## src/rtl/stopwatch_sportsman_sche_if.sv

```systemverilog
// Judge/sportsman inputs and the flag + 7-segment display outputs of the sprint stopwatch.
interface stopwatch_sportsman_sche_if;
  logic       judge;
  logic       sportsman;
  logic       timeout;
  logic       foul;
  logic [7:0] sm_duan;
  logic [3:0] sm_wei;

  modport master (output judge, sportsman, input timeout, foul, sm_duan, sm_wei);
  modport slave  (input judge, sportsman, output timeout, foul, sm_duan, sm_wei);
endinterface

```

## src/rtl/stopwatch_sportsman_sche.sv

```systemverilog
// Sprint reaction-time stopwatch: ms BCD counter started by judge, stopped by sportsman,
// with foul/timeout flags and a 4-digit multiplexed common-anode display (X.XXX s).
module stopwatch_sportsman_sche #(
  parameter int TICK_DIV  = 50000,
  parameter int MAX_COUNT = 9999
) (
  input  logic clk_50MHz,
  input  logic reset,
  stopwatch_sportsman_sche_if.slave sw,
  output logic CE0,
  output logic clk,
  output logic data0,
  output logic data1,
  output logic data2,
  output logic data3,
  output logic data4,
  output logic data7,
  output logic data9,
  output logic data12
);

  localparam logic [15:0] TICK_LAST = 16'(TICK_DIV - 1);
  localparam logic [3:0][3:0] MAX_BCD = {4'((MAX_COUNT / 1000) % 10), 4'((MAX_COUNT / 100) % 10),
                                         4'((MAX_COUNT / 10) % 10),   4'(MAX_COUNT % 10)};

  typedef enum logic [2:0] {S_IDLE, S_RUN, S_STOP, S_FOUL, S_TIMEOUT} state_t;

  logic [15:0]     pre;
  logic            tick;
  logic [2:0]      j_sync, s_sync;
  logic            j_rise, j_fall, s_rise;
  state_t          state, state_nxt;
  logic [3:0][3:0] digit, digit_nxt, digit_inc;
  logic            carry;
  logic            foul_q, timeout_q;
  logic [1:0]      scan;
  logic            clk_q;
  logic [3:0]      cur_digit;

  // prescaler
  assign tick = (pre == TICK_LAST);

  always_ff @(posedge clk_50MHz or negedge reset) begin
    if (!reset)    pre <= '0;
    else if (tick) pre <= '0;
    else           pre <= pre + 16'd1;
  end

  // bit0/1 are the 2-flop synchronizer, bit2 holds the previous synced value for edge detect
  always_ff @(posedge clk_50MHz or negedge reset) begin
    if (!reset) begin
      j_sync <= '0;
      s_sync <= '0;
    end else begin
      j_sync <= {j_sync[1:0], sw.judge};
      s_sync <= {s_sync[1:0], sw.sportsman};
    end
  end

  assign j_rise = j_sync[1] & ~j_sync[2];
  assign j_fall = ~j_sync[1] & j_sync[2];
  assign s_rise = s_sync[1] & ~s_sync[2];

  // ripple-carry BCD increment, each digit wraps 9 -> 0
  always_comb begin
    digit_inc = digit;
    carry     = 1'b1;
    for (int i = 0; i < 4; i++) begin
      if (carry) begin
        if (digit[i] == 4'd9) begin
          digit_inc[i] = 4'd0;
        end else begin
          digit_inc[i] = digit[i] + 4'd1;
          carry        = 1'b0;
        end
      end
    end
  end

  always_ff @(posedge clk_50MHz or negedge reset) begin
    if (!reset) begin
      state     <= S_IDLE;
      digit     <= '0;
      foul_q    <= 1'b0;
      timeout_q <= 1'b0;
    end else begin
      state     <= state_nxt;
      digit     <= digit_nxt;
      foul_q    <= (state_nxt == S_FOUL);
      timeout_q <= (state_nxt == S_TIMEOUT);
    end
  end

  // a press always wins over a judge edge or a tick in the same cycle
  always_comb begin
    state_nxt = state;
    digit_nxt = digit;
    case (state)
      S_IDLE: begin
        digit_nxt = '0;
        if (s_rise)      state_nxt = S_FOUL;
        else if (j_rise) state_nxt = S_RUN;
      end
      S_RUN: begin
        if (s_rise) begin
          state_nxt = S_STOP;
        end else if (tick) begin
          digit_nxt = digit_inc;
          if (digit_inc == MAX_BCD) state_nxt = S_TIMEOUT;
        end
      end
      S_STOP, S_FOUL, S_TIMEOUT: begin
        if (j_fall) begin
          state_nxt = S_IDLE;
          digit_nxt = '0;
        end
      end
      default: begin
        state_nxt = S_IDLE;
        digit_nxt = '0;
      end
    endcase
  end

  // display scan and tick-rate square wave
  always_ff @(posedge clk_50MHz or negedge reset) begin
    if (!reset) begin
      scan  <= 2'd0;
      clk_q <= 1'b0;
    end else if (tick) begin
      scan  <= scan + 2'd1;
      clk_q <= ~clk_q;
    end
  end

  function automatic logic [6:0] seg7(input logic [3:0] d);
    case (d)
      4'd0:    seg7 = 7'h40;
      4'd1:    seg7 = 7'h79;
      4'd2:    seg7 = 7'h24;
      4'd3:    seg7 = 7'h30;
      4'd4:    seg7 = 7'h19;
      4'd5:    seg7 = 7'h12;
      4'd6:    seg7 = 7'h02;
      4'd7:    seg7 = 7'h78;
      4'd8:    seg7 = 7'h00;
      4'd9:    seg7 = 7'h10;
      default: seg7 = 7'h7F;
    endcase
  endfunction

  assign cur_digit  = digit[scan];
  assign sw.sm_duan = {(scan != 2'd3), seg7(cur_digit)};
  assign sw.sm_wei  = ~(4'b0001 << scan);
  assign sw.foul    = foul_q;
  assign sw.timeout = timeout_q;

  assign CE0    = tick && (state == S_RUN);
  assign clk    = clk_q;
  assign data0  = pre[0];
  assign data1  = pre[1];
  assign data2  = pre[2];
  assign data3  = pre[3];
  assign data4  = pre[4];
  assign data7  = pre[7];
  assign data9  = pre[9];
  assign data12 = pre[12];

endmodule

```

## src/flat_wrapper.sv

```systemverilog
// flat-port wrapper written by rule: the top's interface ports become plain ports
module stopwatch_sportsman_sche_flat 
#(
  parameter int TICK_DIV  = 50000,
  parameter int MAX_COUNT = 9999
)
  (clk_50MHz, reset, CE0, clk, data0, data1, data2, data3, data4, data7, data9, data12, sw_judge, sw_sportsman, sw_timeout, sw_foul, sw_sm_duan, sw_sm_wei);
  stopwatch_sportsman_sche_if sw_i ();
  input  logic clk_50MHz;
  input  logic reset;
  output logic CE0;
  output logic clk;
  output logic data0;
  output logic data1;
  output logic data2;
  output logic data3;
  output logic data4;
  output logic data7;
  output logic data9;
  output logic data12;
  input wire logic [$bits(sw_i.judge)-1:0] sw_judge;
  input wire logic [$bits(sw_i.sportsman)-1:0] sw_sportsman;
  output wire logic [$bits(sw_i.timeout)-1:0] sw_timeout;
  output wire logic [$bits(sw_i.foul)-1:0] sw_foul;
  output wire logic [$bits(sw_i.sm_duan)-1:0] sw_sm_duan;
  output wire logic [$bits(sw_i.sm_wei)-1:0] sw_sm_wei;
  assign sw_i.judge = sw_judge;
  assign sw_i.sportsman = sw_sportsman;
  assign sw_timeout = sw_i.timeout;
  assign sw_foul = sw_i.foul;
  assign sw_sm_duan = sw_i.sm_duan;
  assign sw_sm_wei = sw_i.sm_wei;
  stopwatch_sportsman_sche #(.TICK_DIV(TICK_DIV), .MAX_COUNT(MAX_COUNT)) u_core (.clk_50MHz(clk_50MHz), .reset(reset), .sw(sw_i), .CE0(CE0), .clk(clk), .data0(data0), .data1(data1), .data2(data2), .data3(data3), .data4(data4), .data7(data7), .data9(data9), .data12(data12));
endmodule
```

## config.mk

```make
export PLATFORM = sky130hd
export DESIGN_NAME = stopwatch_sportsman_sche_flat
export DESIGN_NICKNAME = d
export VERILOG_FILES = /design/src/rtl/stopwatch_sportsman_sche_if.sv /design/src/rtl/stopwatch_sportsman_sche.sv /design/src/flat_wrapper.sv
export SDC_FILE = /design/constraint.sdc
export NUM_CORES = 1
export LEC_CHECK = 0
export ABC_AREA = 1
export CAP_MARGIN = 20
export CORE_MARGIN = 2
export CORE_UTILIZATION = 43
export DETAILED_ROUTE_END_ITERATION = 16
export PLACE_DENSITY = 0.66
export SLEW_MARGIN = 20
export SYNTH_ARGS = -nofsm -noshare
export SYNTH_HDL_FRONTEND = slang
export SYNTH_SLANG_ARGS = --single-unit
```

## constraint.sdc

```tcl
create_clock -name clk_50MHz -period 3.3 [get_ports clk_50MHz]
set_input_delay 0.99 -clock clk_50MHz [delete_from_list [all_inputs] [get_ports clk_50MHz]]
set_output_delay 0.99 -clock clk_50MHz [all_outputs]
set_load 0.005 [all_outputs]
```

**Yosys cells after proc, flatten, opt, wreduce, memory -nomap -nowiden**

Memories as Yosys holds them, arrays and structs flattened.
Cells that the tools add are included.

- Magnitude comparators: 1
- Mux-type cells: 26
- Shifts and indexed selects: 1
- Eq/ne operators: 16
- Bitwise logic cells: 8
- Reduce and logical (&&, ||, !) cells: 4
- Add/sub/neg operators: 6

Operators with widths:

| kind | number |
|---|---|
| 2-to-1 mux 16 bit | 4 |
| == test 16 bit, second input constant | 2 |
| 2-to-1 mux 4 bit | 8 |
| case mux 16 bit (2 select lines) | 1 |
| 2-to-1 mux 3 bit | 6 |
| adder 16 x 1 -> 16 bit, second input constant | 1 |
| adder 4 x 1 -> 4 bit, second input constant | 4 |
| == test 4 bit, second input constant | 4 |
| == test 3 x 2 -> 1 bit, second input constant | 3 |
| case mux 3 bit (3 select lines) | 1 |
| binary-select mux 4 bit (select 2 bit) | 1 |
| == test 3 bit, second input constant | 2 |
| 2-to-1 mux 1 bit | 5 |
| inequality test 2 x 1 -> 1 bit, second input constant | 2 |
| inequality test 2 bit, second input constant | 2 |
| inverter 1 bit | 4 |
| inverter 4 bit | 1 |
| left shift 1 x 2 -> 4 bit, first input constant | 1 |
| AND 1 bit | 3 |
| == test 3 x 1 -> 1 bit, second input constant | 1 |
| logical NOT 3 bit | 1 |
| less-than comparator 2 x 3 -> 1 bit, second input constant | 1 |
| AND reduction 3 bit | 1 |
| OR reduction 3 bit | 1 |
| 2 further kinds | 2 |

- Output and inout bits: 24
- Bits of input ports: 4
- Memory bits (read-only): 112
- Register bits after elaboration: 46
- Memories: 1
- Word-level logic and storage cells: 75

Memories:

| memory | depth | width | rd ports | clocked after memory_dff | wr ports | line | source |
|---|---|---|---|---|---|---|---|
| (name not given) | 16 | 7 | 1 | 0 | 0 | stopwatch_sportsman_sche.sv:137 | `case (d)` |

**Logic depth before layout (Yosys ltp)**

Gate-level depths: netlist of the first run.

- Depth in word-level cells: 11
- Depth in mapped cells: 13
- Mapped depth without buffers: 13

**Worst setup path before layout of the first run**

No wires, ideal clock.

- Path type: flip-flop to output port
- Start point: register u_core.scan[1]
- End point: output sw_sm_duan[4]
- Data required time: 2.310 ns
- Stages on the path, launching flop included: 9
- Path buffers: 0
- Arrival: 1.502 ns
- Setup slack: 0.808 ns
- Path through: dfrtp_1 > clkinv_1 > a21oi_1 > a32o_1 > inv_1 > ha_1 > nand2_1 > a21oi_1 > a21oi_1

- Word-level cells in the longest chain between the ends: 3

Ends and longest elaborated chain:

| element | line | source |
|---|---|---|
| from (decl) | stopwatch_sportsman_sche.sv:36 | `logic [1:0] scan;` |
| from (signal assigned) | stopwatch_sportsman_sche.sv:131 | `scan <= scan + 2'd1;` |
| binary-select mux 4 bit (select 2 bit) | stopwatch_sportsman_sche.sv:152 | `assign cur_digit = digit[scan];` |
| 2-to-1 mux 4 bit (not written as such) | stopwatch_sportsman_sche.sv:152 |  |
| memory (16 x 7 bit) | n/a |  |
| to (decl) | flat_wrapper.sv:25 | `output wire logic [$bits(sw_i.sm_duan)-1:0] sw_sm_duan;` |

No other way between the ends. The select of a mux whose other input is x is not followed.

**Final worst setup path of the first run**

- Start point: register u_core.scan[0]
- End point: output sw_sm_duan[3]

The elaborated chain is that of the path after synthesis.

==> results, run 1 <==
- The number of primary I/O pins is 28.
- The measured slew at the worst slew-check pin is 576 ps.
- The required time of the critical path is 2310 ps.
- The most used cell along the critical path is sky130_fd_sc_hd__nand2_1.
- The type of the worst setup path is reg2out.
- The end of the worst register-to-register path is u_core.digit[1]$_DFFE_PN0P_.
- The signal on the critical path passes through buf_6 -> nor2_2 -> inv_1 -> a32o_2 -> ha_1 -> nand2_2 -> nand2_1 -> nand2_1 -> clkdlybuf4s50_1.
- With fillers left out, the area of the finished cells amounts to 3340 µm².
- The path class of the tightest hold or removal check is reg2reg.
- In this design, the stage delay of the slowest critical-path cell is 490 ps.
- Of the total power, registers draw 39.2%.
- The maximum ir drop on the vdd rail is 346 µV.
- The run finished with clean final reports.
- The worst register-to-register path begins at u_core.pre[0]$_DFF_PN0_.
- The worst setup slack for register-to-register paths is 1220 ps.
- The endpoint type of the worst setup path is an output pin.
- The first detailed-routing pass took 4 iterations.
- The H-tree depth is 2.
- Summing over every cut layer, the via total after detailed routing is 2,461.
- The total overflow reported by the global router is 0.
- The share of total power dissipated in the clock network is 25.3%.
- After synthesis, the largest family of logic cells by area is simple AND/OR/NAND/NOR gates.
- The synthesized net count is 385.
- Global routing consumed, on the met3 layer, 2.85% of the routing resources.
- After Yosys synthesis, and, or, nand and nor cells account for 30.1% of the synthesized area.
- Across all hold checks on the routed design, the worst slack comes to 357 ps.
- Summing the sequential cell areas from Yosys gives 41.3% of the chip area.
- The largest individual stage delay along the critical path comes from the cell sky130_fd_sc_hd__clkdlybuf4s50_1.
- The final wirelength is 5.81 mm.
- The number of routed nets with antenna violations is 0.
- The number of global-route vias before repair was 2,332.
- The initial antenna violation count is 0.
- STA puts the critical path data arrival time at 2260 ps.
- The average via count per standard cell is 5.04.
- The CTS tree is built.
- The repair_antennas step left the layout with diodes totalling 0.
- The end point of the most critical hold path is u_core.j_sync[1]$_DFF_PN0_.
- The total of warnings raised by yosys is 0.
- The fraction of power consumed by combinational cells is 35.5%.
- The total count of max-transition violations in the final report is 0.
- For this run, the leading register cell type out of synthesis is sky130_fd_sc_hd__dfrtp_1.
- The area of the core region is 6310 µm².
- The clock transition time at the flip-flop clock pins of the worst setup and hold paths is 80 ps.
- Once placement finished, the instance area stood at 3150 µm².
- The half-perimeter wire length of the detailed placement result is 4.23 mm.
- Entering global routing, the biggest net connects 47 pins.
- The number of clock buffers added by TritonCTS is 5.
- The cell-internal power is 1060 µW.
- The synthesized netlist devotes 11.7% of its cell area to compound gates.
- The initial detailed-routing violation count is 110.
- The clock passes through at most 2 buffers.
- Leaving out fill and tap cells, the most frequent cells in the layout are sky130_fd_sc_hd__nand2_1 (88), sky130_fd_sc_hd__inv_1 (50), sky130_fd_sc_hd__nor2_1 (47).
- The worst setup path is launched from a flip-flop.
- Dividing the final minimum period by the clock period gives 98.6%.
- After synthesis, the share of cell area in mux cells is 0%.
- The congestion estimate from routability-driven global placement came to 0.848.
- The global-route met2 utilization is 27.6%.
- The CTS root buffer is sky130_fd_sc_hd__clkbuf_8.
- The synthesized netlist devotes 3.46% of its cell area to XOR and XNOR gates.
- Each instance of the synthesized netlist takes up on average 7.51 µm².
- The first global-routing pass estimated 10.0 mm of wire.
- The die is 84.5 µm tall.
- The ratio of cells with drive above 1 in the final layout is 12.4%.
- Across every metal layer, demand over resource in global routing totals 17.0%.
- Power spread over the standard cell area amounts to 481 nW/µm².
- The total DRC errors in the routed layout is 0.
- The most common library cell in the layout ignoring fill and taps is sky130_fd_sc_hd__nand2_1.
- The number of input and output port buffers inserted is 27.
- The hold path depth is 0.
- The mapped netlist covers 2790 µm².
- The met1 track demand over resource is 22.8%.
- Compared with the post-synthesis result, the final layout area differs by 19.9%.
- Summed over all nets, the switching power comes to 547 µW.
- In this run the most used layer during global routing was met2.
- Setup violations remaining at the end of the flow were counted as 0.
- Synthesis inferred 46 register bits.
- The initialized floorplan defines 29 standard-cell rows.
- In this run, synthesis inferred 0 flip-flops with an integrated enable.
- The x dimension of the die is 84.5 µm.
- The maximum fanout encountered on the critical timing path is 11.
- Clock latency on the worst-skew pair, taken at its later pin, is 290 ps.
- Clock tree synthesis found a total of 46 sinks.
- The clock tree skew after final layout is 6.37 ps.
- The full die area is 7140 µm².
- The launch instance of the worst min-delay path is u_core.j_sync[0]$_DFF_PN0_.
- The worst reg-to-reg path cell count is 8.
- In the final routed layout, each cell accounts on average for 11.9 µm.
- The number of hold violations in the final report is 0.
- Summed over all cells, the static leakage comes to 0.00167 µW.
- Setup repair after global routing could not meet its margin everywhere.
- The initial cell density of the core is 44.1%.
- The switching portion of total power is 34.0%.
- For this run, the top clock speed supported by timing is 0.307 GHz.
- The final net count is 424.
- The post-synthesis adder-cell area fraction is 4.49%.
- The count of distinct cell types in the synthesized netlist is 33.
- Of all flip-flops after synthesis, the portion carrying an async set or reset was 100%.
- The minimum period implied by the final worst setup slack is 3250 ps.
- The relative max-transition margin is 61.6%.
- The number of maximum-capacitance constraint violations is 0.
- The gate count of the mapped netlist is 371.
- After clock tree synthesis, the flow added hold-fix buffers numbering 0.
[power by group through the flow]
stage	clock (µW)	sequential, µW	combinational [µW]
after global placement	0	640	543
after detailed placement	0	641	543
final	407	630	570
after floorplan	0	636	359
after CTS	423	629	551
after global routing	446	634	635
[registers in the layout, indices dropped and copies added (netlist names)]
register and flops:
u_core.j_sync 3, u_core.scan 2, u_core.state 3, u_core.clk 1
u_core.pre 16, u_core.sw.foul 1, u_core.sw.timeout 1, u_core.digit 16
u_core.s_sync 3
[synth_stat cells, types with 4 or more instances]
cell type,number,area (µm²)
sky130_fd_sc_hd__o21ai_0,18,90.1
sky130_fd_sc_hd__o22ai_1,10,62.6
sky130_fd_sc_hd__dfrtp_1,46,1150
sky130_fd_sc_hd__nand3_1,25,125
sky130_fd_sc_hd__nor2_1,48,180
sky130_fd_sc_hd__xnor2_1,4,35.0
sky130_fd_sc_hd__ha_1,10,125
sky130_fd_sc_hd__inv_1,53,199
sky130_fd_sc_hd__nand4_1,6,37.5
sky130_fd_sc_hd__a21oi_1,15,75.1
sky130_fd_sc_hd__nand2_1,89,334
sky130_fd_sc_hd__xor2_1,7,61.3
sky130_fd_sc_hd__nor2_2,5,31.3
sky130_fd_sc_hd__inv_2,5,18.8
[stage by stage]
| stage | worst slack [ps] | util [%] | instances | power (µW) | TNS [ps] |
|---|---|---|---|---|---|
| 2_1_floorplan | 808 | - | 371 | 995 | 0 |
| 3_3_place_gp | 283 | 49.8 | 475 | 1180 | 0 |
| 3_5_place_dp | 213 | 49.8 | 475 | 1180 | 0 |
| 4_1_cts | 7.55 | 51.9 | 485 | 1600 | 0 |
| 5_1_grt | -50.2 | 52.9 | 488 | 1720 | -99.9 |
| 6_report | 47.1 | 52.9 | 488 | 1610 | 0 |
[routing by layer]
| metal | up-vias | wire (µm) |
|---|---|---|
| met3 | 10 | 232 |
| met2 | 52 | 2730 |
| met5 | - | 0 |
| met1 | 1136 | 2760 |
| met4 | 0 | 85 |
| li1 | 1263 | - |
[what timing repair did]
item | in CTS | in global routing
resized for setup | 8 | 14
buffers inserted | 2 | 3
pin swaps | 1 | 1
endpoints found under the setup margin | 6 | 7
[worst max-delay path, delay by kind of cell (launching register included)]
family	cells	cell delay (ps)
AOI/OAI and AO/OA	1	300
DFF	1	400
adders and majority gates	1	310
and+or+nand+nor	4	290
buffers and inverters	3	680
[cell type report]
class,count,area (µm²)
Tap cell,77,96.3
Multi-Input combinational cell,262,1410
Clock inverter,1,30.0
Clock buffer,7,76.3
Sequential cell,46,1150
Timing Repair Buffer,35,342
Inverter,60,231
Fill cell,621,2970
[worst max-delay path by stage]
stage / from / cells after the start / to
final: u_core.scan[0]$_DFFE_PN0N_ / 9 / sw_sm_duan[3]
after detailed placement: u_core.scan[0]$_DFFE_PN0N_ / 9 / sw_sm_duan[4]
after global placement: u_core.scan[0]$_DFFE_PN0N_ / 9 / sw_sm_duan[4]
after CTS: u_core.scan[0]$_DFFE_PN0N_ / 11 / sw_sm_duan[0]
after floorplan: u_core.scan[1]$_DFFE_PN0N_ / 8 / sw_sm_duan[4]
after global routing: u_core.scan[0]$_DFFE_PN0N_ / 9 / sw_sm_duan[2]
[kinds of logic after synthesis]
family,after synthesis
and+or+nand+nor,187
buffers and inverters,63
AOI/OAI and AO/OA,54
DFF,46
xor gates and xnor gates,11
adders and majority gates,10
No activity file was read; power rests on OpenSTA's default activity.
==> inputs of run 2 (changes only) <==
==> constraint.sdc (replaced) <==
create_clock -name clk_50MHz -period 3.1 [get_ports clk_50MHz]
set_input_delay 0.93 -clock clk_50MHz [delete_from_list [all_inputs] [get_ports clk_50MHz]]
set_output_delay 0.93 -clock clk_50MHz [all_outputs]
set_load 0.005 [all_outputs]
==> results, run 2 (synthesized netlist as in run 1, its figures left out) <==
- The required time of the critical path came to 2170 ps (-140 ps).
- The relative max-transition margin is 62.8% (+1.2 points).
- The area after detailed placement was 3190 µm² (+1.4%).
- The part of the power in the clock network came to 25.9% (+0.6 points).
- The endpoint type of the worst setup path is an output pin.
- The minimum period implied by the final worst setup slack is 3010 ps.
- The source of the critical timing path is u_core.scan[0]$_DFFE_PN0N_.
- The final weighted congestion of routability-driven global placement is 0.877 (+3.4%).
- The via count is 2,459 (-0.081%).
- The most common library cell in the layout ignoring fill and taps is sky130_fd_sc_hd__nand2_1.
- The number of primary I/O pins came to 28 (unchanged).
- The fraction of power consumed by combinational cells was 34.7% (-0.8 points).
- The initial cell density of the core came to 44.1% (unchanged).
- The final setup violation count is 0 (unchanged).
- The largest registers in the layout are u_core.digit x16, u_core.pre x16.
- The half-perimeter wire length of the detailed placement result is 4.36 mm (+3.2%).
- The worst register-to-register path begins at u_core.pre[0]$_DFF_PN0_.
- The CTS buffer count is 5 (unchanged).
- The cell-internal power is 1110 µW (+4.6%).
- The maximum fanout encountered on the critical timing path was 11 (unchanged).
- The number of hold violations in the final report is 0 (unchanged).
- The type of the worst setup path is reg2out.
- Setup repair after global routing could not meet its margin everywhere.
- The final routed wire length divided by cell count is 11.8 µm (-1.0%).
- The maximum ir drop on the vdd rail was 345 µV (-0.29%).
- The number of cells in the design after placement was 479 (+0.84%).
- The worst setup slack for register-to-register paths is 1030 ps (-190 ps).
- The initial detailed-routing violation count was 142 (+29%).
- In this run the worst hold path is classified as reg2reg.
- The number of buffers and inverters on the critical path is 5 (+2).
- The clock tree skew after final layout is 9.93 ps (+3.55 ps).
- The final net count is 428 (+0.94%).
- The number of input and output port buffers inserted is 27 (unchanged).
- The clock transition time at the flip-flop clock pins of the worst setup and hold paths is 90 ps (about the same).
- The area growth from synthesis to layout is 20.1%.
- The signal arrival time at the worst endpoint was 2080 ps (-180 ps).
- The total number of clock tree sinks is 46 (unchanged).
- The leakage power figure is 0.00167 µW (-0.22%).
- The total overflow reported by the global router is 0 (unchanged).
- The largest net degree at the start of global routing is 30 (-36%).
- The wire length of the first global-routing pass is 10.2 mm (+1.2%).
- The insertion delay of the later-clocked pin in the worst-skew pair is 300 ps (about the same).
- The x dimension of the die is 84.5 µm (unchanged).
- The critical path goes through buf_12 -> nor2_2 -> inv_1 -> a32o_2 -> buf_6 -> inv_2 -> ha_1 -> o21bai_1 -> o21ai_0 -> clkdlybuf4s15_1.
- The final wirelength is 5.80 mm (-0.21%).
- In the layout the commonest cells are sky130_fd_sc_hd__nand2_1 (89), sky130_fd_sc_hd__inv_1 (51), sky130_fd_sc_hd__nor2_1 (46).
- The gate family responsible for the most delay along the worst path is buffers and inverters.
- The post-route non-filler standard cell count was 492 (+0.82%).
- The share of power burned in registers is 39.3% (about the same).
- The startpoint identified for the worst hold timing path is u_core.j_sync[0]$_DFF_PN0_.
- The peak clock frequency supported by timing is 0.332 GHz.
- The total DRC errors in the routed layout is 0 (unchanged).
- The number of maximum-capacitance constraint violations was 0 (unchanged).
- The run finished with clean final reports.
- The cell with the largest stage delay on the worst path is sky130_fd_sc_hd__dfrtp_2.
- The power per standard cell area is 510 nW/µm² (+6.1%).
- The number of antenna diodes is 0 (unchanged).
- The overall power consumption is 1710 µW (+6.2%).
- The worst setup path is launched from a flip-flop.
- The global routing usage summed across all routing layers was 17.3% (+0.28 points).
- The area of the core region is 6310 µm² (unchanged).
- The initial antenna violation count came to 0 (unchanged).
- The total count of max-transition violations in the final report is 0 (unchanged).
- The die height came to 84.5 µm (unchanged).
- The portion of the clock cycle consumed by the worst path in the final layout is 97.2%.
- The CTS root buffer is sky130_fd_sc_hd__clkbuf_8.
- The quantity of hold-fixing buffers added after cts is 0 (unchanged).
- The number of global-route vias before repair is 2,293 (-1.7%).
- The net switching power is 597 µW (+9.2%).
- The number of buffers between clock root and the deepest sink is 2 (unchanged).
- The switching portion of total power came to 35.0% (+0.97 points).
- The standard-cell row count is 29 (unchanged).
- The CTS tree is built.
- The number of iterations in the first detailed-routing pass is 4 (unchanged).
- The peak per-stage delay on the critical path is 440 ps (-50 ps).
- The ratio of cells with drive above 1 in the final layout is 13.5% (+1.1 points).
- The full die area is 7140 µm² (unchanged).
- The H-tree depth is 2 (unchanged).
- The sum of negative setup slack came to 0 ps (unchanged).
- The average via count per standard cell came to 5.00 (-0.89%).
- The area of all placed cells without fillers was 3340 µm² (+0.11%).
- The number of routed nets with antenna violations is 0 (unchanged).
- The measured slew at the worst slew-check pin was 556 ps (-19.9 ps).
==> run 2: cell types whose count changed in the layout (fill, tap and decap cells not counted), sizes merged <==
| cell | before | now |
|---|---|---|
| buf | 9 | 13 |
| clkdlybuf4s50 | 22 | 19 |
| clkdlybuf4s15 | 0 | 1 |
| clkinvlp | 0 | 1 |
| clkbuf | 7 | 9 |
| dlymetal6s2s | 4 | 0 |
| dlygate4sd2 | 0 | 3 |
==> run 2: path summary, 6_finish.rpt <==
kind	endpoint	depth (start not counted)
setup / recovery	sw_sm_duan[5]	10
hold / removal	u_core.j_sync[1]$_DFF_PN0_	0
setup reg to reg	u_core.digit[1]$_DFFE_PN0P_	8
hold reg to reg	u_core.j_sync[1]$_DFF_PN0_	0
max in group asynchronous	u_core.sw.timeout$_DFF_PN0_	2
min in group asynchronous	u_core.pre[9]$_DFF_PN0_	1
==> run 2: worst register-to-register path, cell delays in order (launching register included) <==
cell,delay (ps)
sky130_fd_sc_hd__dfrtp_1,410
sky130_fd_sc_hd__ha_1,220
sky130_fd_sc_hd__nand3_2,140
sky130_fd_sc_hd__nor2_2,180
sky130_fd_sc_hd__nand2_4,130
sky130_fd_sc_hd__a21oi_4,490
sky130_fd_sc_hd__inv_2,120
sky130_fd_sc_hd__a21oi_1,190
sky130_fd_sc_hd__o22ai_1,90
==> run 2: timing repair <==
action	4_1_cts	5_1_grt
buffers inserted	3	2
resized for setup	16	12
setup endpoints to repair	7	7
endpoints found under the hold margin	0	0
pin swaps	5	5
==> run 2: metal layers <==
layer	vias to the layer above	global-route usage (%)	routed length, µm
met5	-	0	0
li1	1266	-	-
met1	1133	22.9	2770
met4	0	6.06	56
met2	53	28.4	2720
met3	7	3.15	256
==> run 2: through the flow <==
stage | hold slack, ps | utilization (%) | setup slack, ps
detailed placement | 352 | 50.5 | 76.5
CTS | 372 | 52.6 | 6.36
floorplan | 331 | - | 668
finish | 364 | 53.0 | 86.8
global placement | 337 | 50.5 | 146
global route | 376 | 53.0 | -57.6
==> run 2: power groups by stage <==
stage	Clock [µW]	Combinational, µW	Sequential [µW]
6_report	443	593	671
3_3_place_gp	0	574	682
3_5_place_dp	0	578	682
2_1_floorplan	0	382	677
5_1_grt	488	666	676
4_1_cts	455	571	671
==> run 2: final cells by class <==
cell class	instances	area (µm²)
Fill cell	618	2970
Multi-Input combinational cell	262	1400
Sequential cell	46	1150
Timing Repair Buffer	39	353
Inverter	60	229
Tap cell	77	96.3
Clock buffer	6	72.6
Clock inverter	2	37.5
==> patch, RTL diff (flow settings as in run 2) <==
Encoding of `state_t`: now one-hot (5 bits for 5 states).
--- a/src/rtl/stopwatch_sportsman_sche.sv
+++ b/src/rtl/stopwatch_sportsman_sche.sv
@@ -23,7 +23,7 @@
   localparam logic [3:0][3:0] MAX_BCD = {4'((MAX_COUNT / 1000) % 10), 4'((MAX_COUNT / 100) % 10),
                                          4'((MAX_COUNT / 10) % 10),   4'(MAX_COUNT % 10)};
 
-  typedef enum logic [2:0] {S_IDLE, S_RUN, S_STOP, S_FOUL, S_TIMEOUT} state_t;
+  typedef enum logic [4:0] {S_IDLE = 5'b00001, S_RUN = 5'b00010, S_STOP = 5'b00100, S_FOUL = 5'b01000, S_TIMEOUT = 5'b10000} state_t;
 
   logic [15:0]     pre;
   logic            tick;
Formal check against the unedited RTL: no difference found for any inputs over 10 cycles, from zero or initial values and one cycle with reset low; not proved beyond that.
==> patch against run 2 <==
- cell area is 10% higher
- routed wire length up 13%
- worst setup slack better by 65 ps
- sequential cell count is 2 higher
- register-to-register slack better by 50 ps
- area after synthesis increased by 8.8%
- worst hold slack got worse by 6.5 ps
Power is not compared: it rests on default switching activity, and its combinational part moved more than twofold at a synthesized area within 25%.
==> patch: results <==
export IMPL_multi_input_cells=296
export IMPL_multi_input_area_um2=1600
export IMPL_grt_max_degree=49
export IMPL_grt_met1_usage_pct=25.7
export IMPL_netlist_top_cells_count="nand2_1 (110), inv_1 (64), dfrtp_1 (47)"
export IMPL_met3_wirelength_um=243
export IMPL_viasPerCell=4.91
export IMPL_grt_pass1_wl_um=11700
export IMPL_outcome="finished, final reports clean"
export IMPL_synth_nets=430
export IMPL_slowest_delay_ps=510
export IMPL_critPathSlowestCell="clkdlybuf4s50_1"
export IMPL_synth_area_top_cells="dfrtp_1 (39%), nand2_1 (14%), inv_1 (7.9%), nor2_1 (5.7%), nand3_1 (5.3%)"
export IMPL_largest_registers="u_core.digit (16), u_core.pre (16), u_core.state (5)"
export IMPL_ys_flop_type="dfrtp_1"
export IMPL_use_met3_pct=2.73
export IMPL_slew_headroom_pct=59.6
export IMPL_inv_count=67
export IMPL_dp_hpwl_um=4800
export IMPL_nFlopsAndLatches=48
export IMPL_drive_gt1_share_pct=16.1
export IMPL_signal_buffer_area_fraction_pct=10.7
export IMPL_dp_slack_ps=91.3
export IMPL_clk_share_pct=2.92
export IMPL_grt_usage_pct=18.9
export IMPL_critPathMaxFanout=5
export IMPL_synthDistinctLibCells=37
export IMPL_seq_share_pct=32.7
export IMPL_critical_path_top_delay_family="simple AND/OR/NAND/NOR gates"
export IMPL_use_met2_pct=31.2
export IMPL_wl_per_cell_um=11.7
export IMPL_crit_arrival_ps=2020
export IMPL_nNonClkBuffers=42
export IMPL_drt_iter0_drc=117
export IMPL_wl_met2_um=2970
==> patch: changes by cell type after synthesis, moves of 4 or more <==
cell            run 2  this run
nand2_1            89       110
o21ai_2             2        11
inv_1              53        64
o22ai_1            10         0
a21oi_1            15        11
nand3_1            25        32
o21ai_0            18        29
==> patch: power breakdown <==
group | total [uW] | internal [uW] | switching, uW | leakage, uW
sequential | 677 | 657 | 19.8 | 0.000635
clock | 446 | 240 | 206 | 0.0000552
combinational | 235 | 86.5 | 149 | 0.00117
==> patch: metrics by stage <==
stage	cells	power, uW	cell area (um^2)	hold slack (ps)
final	557	1360	3680	358
after global routing	557	1440	3680	375
after CTS	553	1380	3610	362
after detailed placement	541	917	3440	340
after global placement	541	912	3440	337
after floorplan	416	840	3030	331
==> patch: cells by family (layout without fill, tap and decap cells) <==
logic type	Yosys count	in the layout	synth area share, %
compound gates	60	60	12.4
xor+xnor	9	9	2.60
fa+ha+maj	10	10	4.13
buf+inv	72	117	9.49
flops	48	48	39.7
simple gates	217	217	31.7
==> patch: timing repair <==
action	4_1_cts	5_1_grt
pin swaps	5	5
endpoints found under the setup margin	7	7
buffers inserted	4	4
endpoints found under the hold margin	0	0
hold buffers	0	0
resized for setup	23	11
gates cloned	0	0
==> patch: final timing paths <==
| path | from | to | slack, ps | cells after the start |
|---|---|---|---|---|
| max reg2reg | u_core.pre[0] | u_core.digit[12] | 1080 | 9 |
| min in group asynchronous | reset | u_core.pre[12] | 710 | 2 |
| max | u_core.pre[0] | CE0 | 150 | 6 |
| min | u_core.s_sync[0] | u_core.s_sync[1] | 360 | 0 |
| max in group asynchronous | reset | u_core.scan[0] | 1950 | 2 |
| min reg2reg | u_core.s_sync[0] | u_core.s_sync[1] | 360 | 0 |
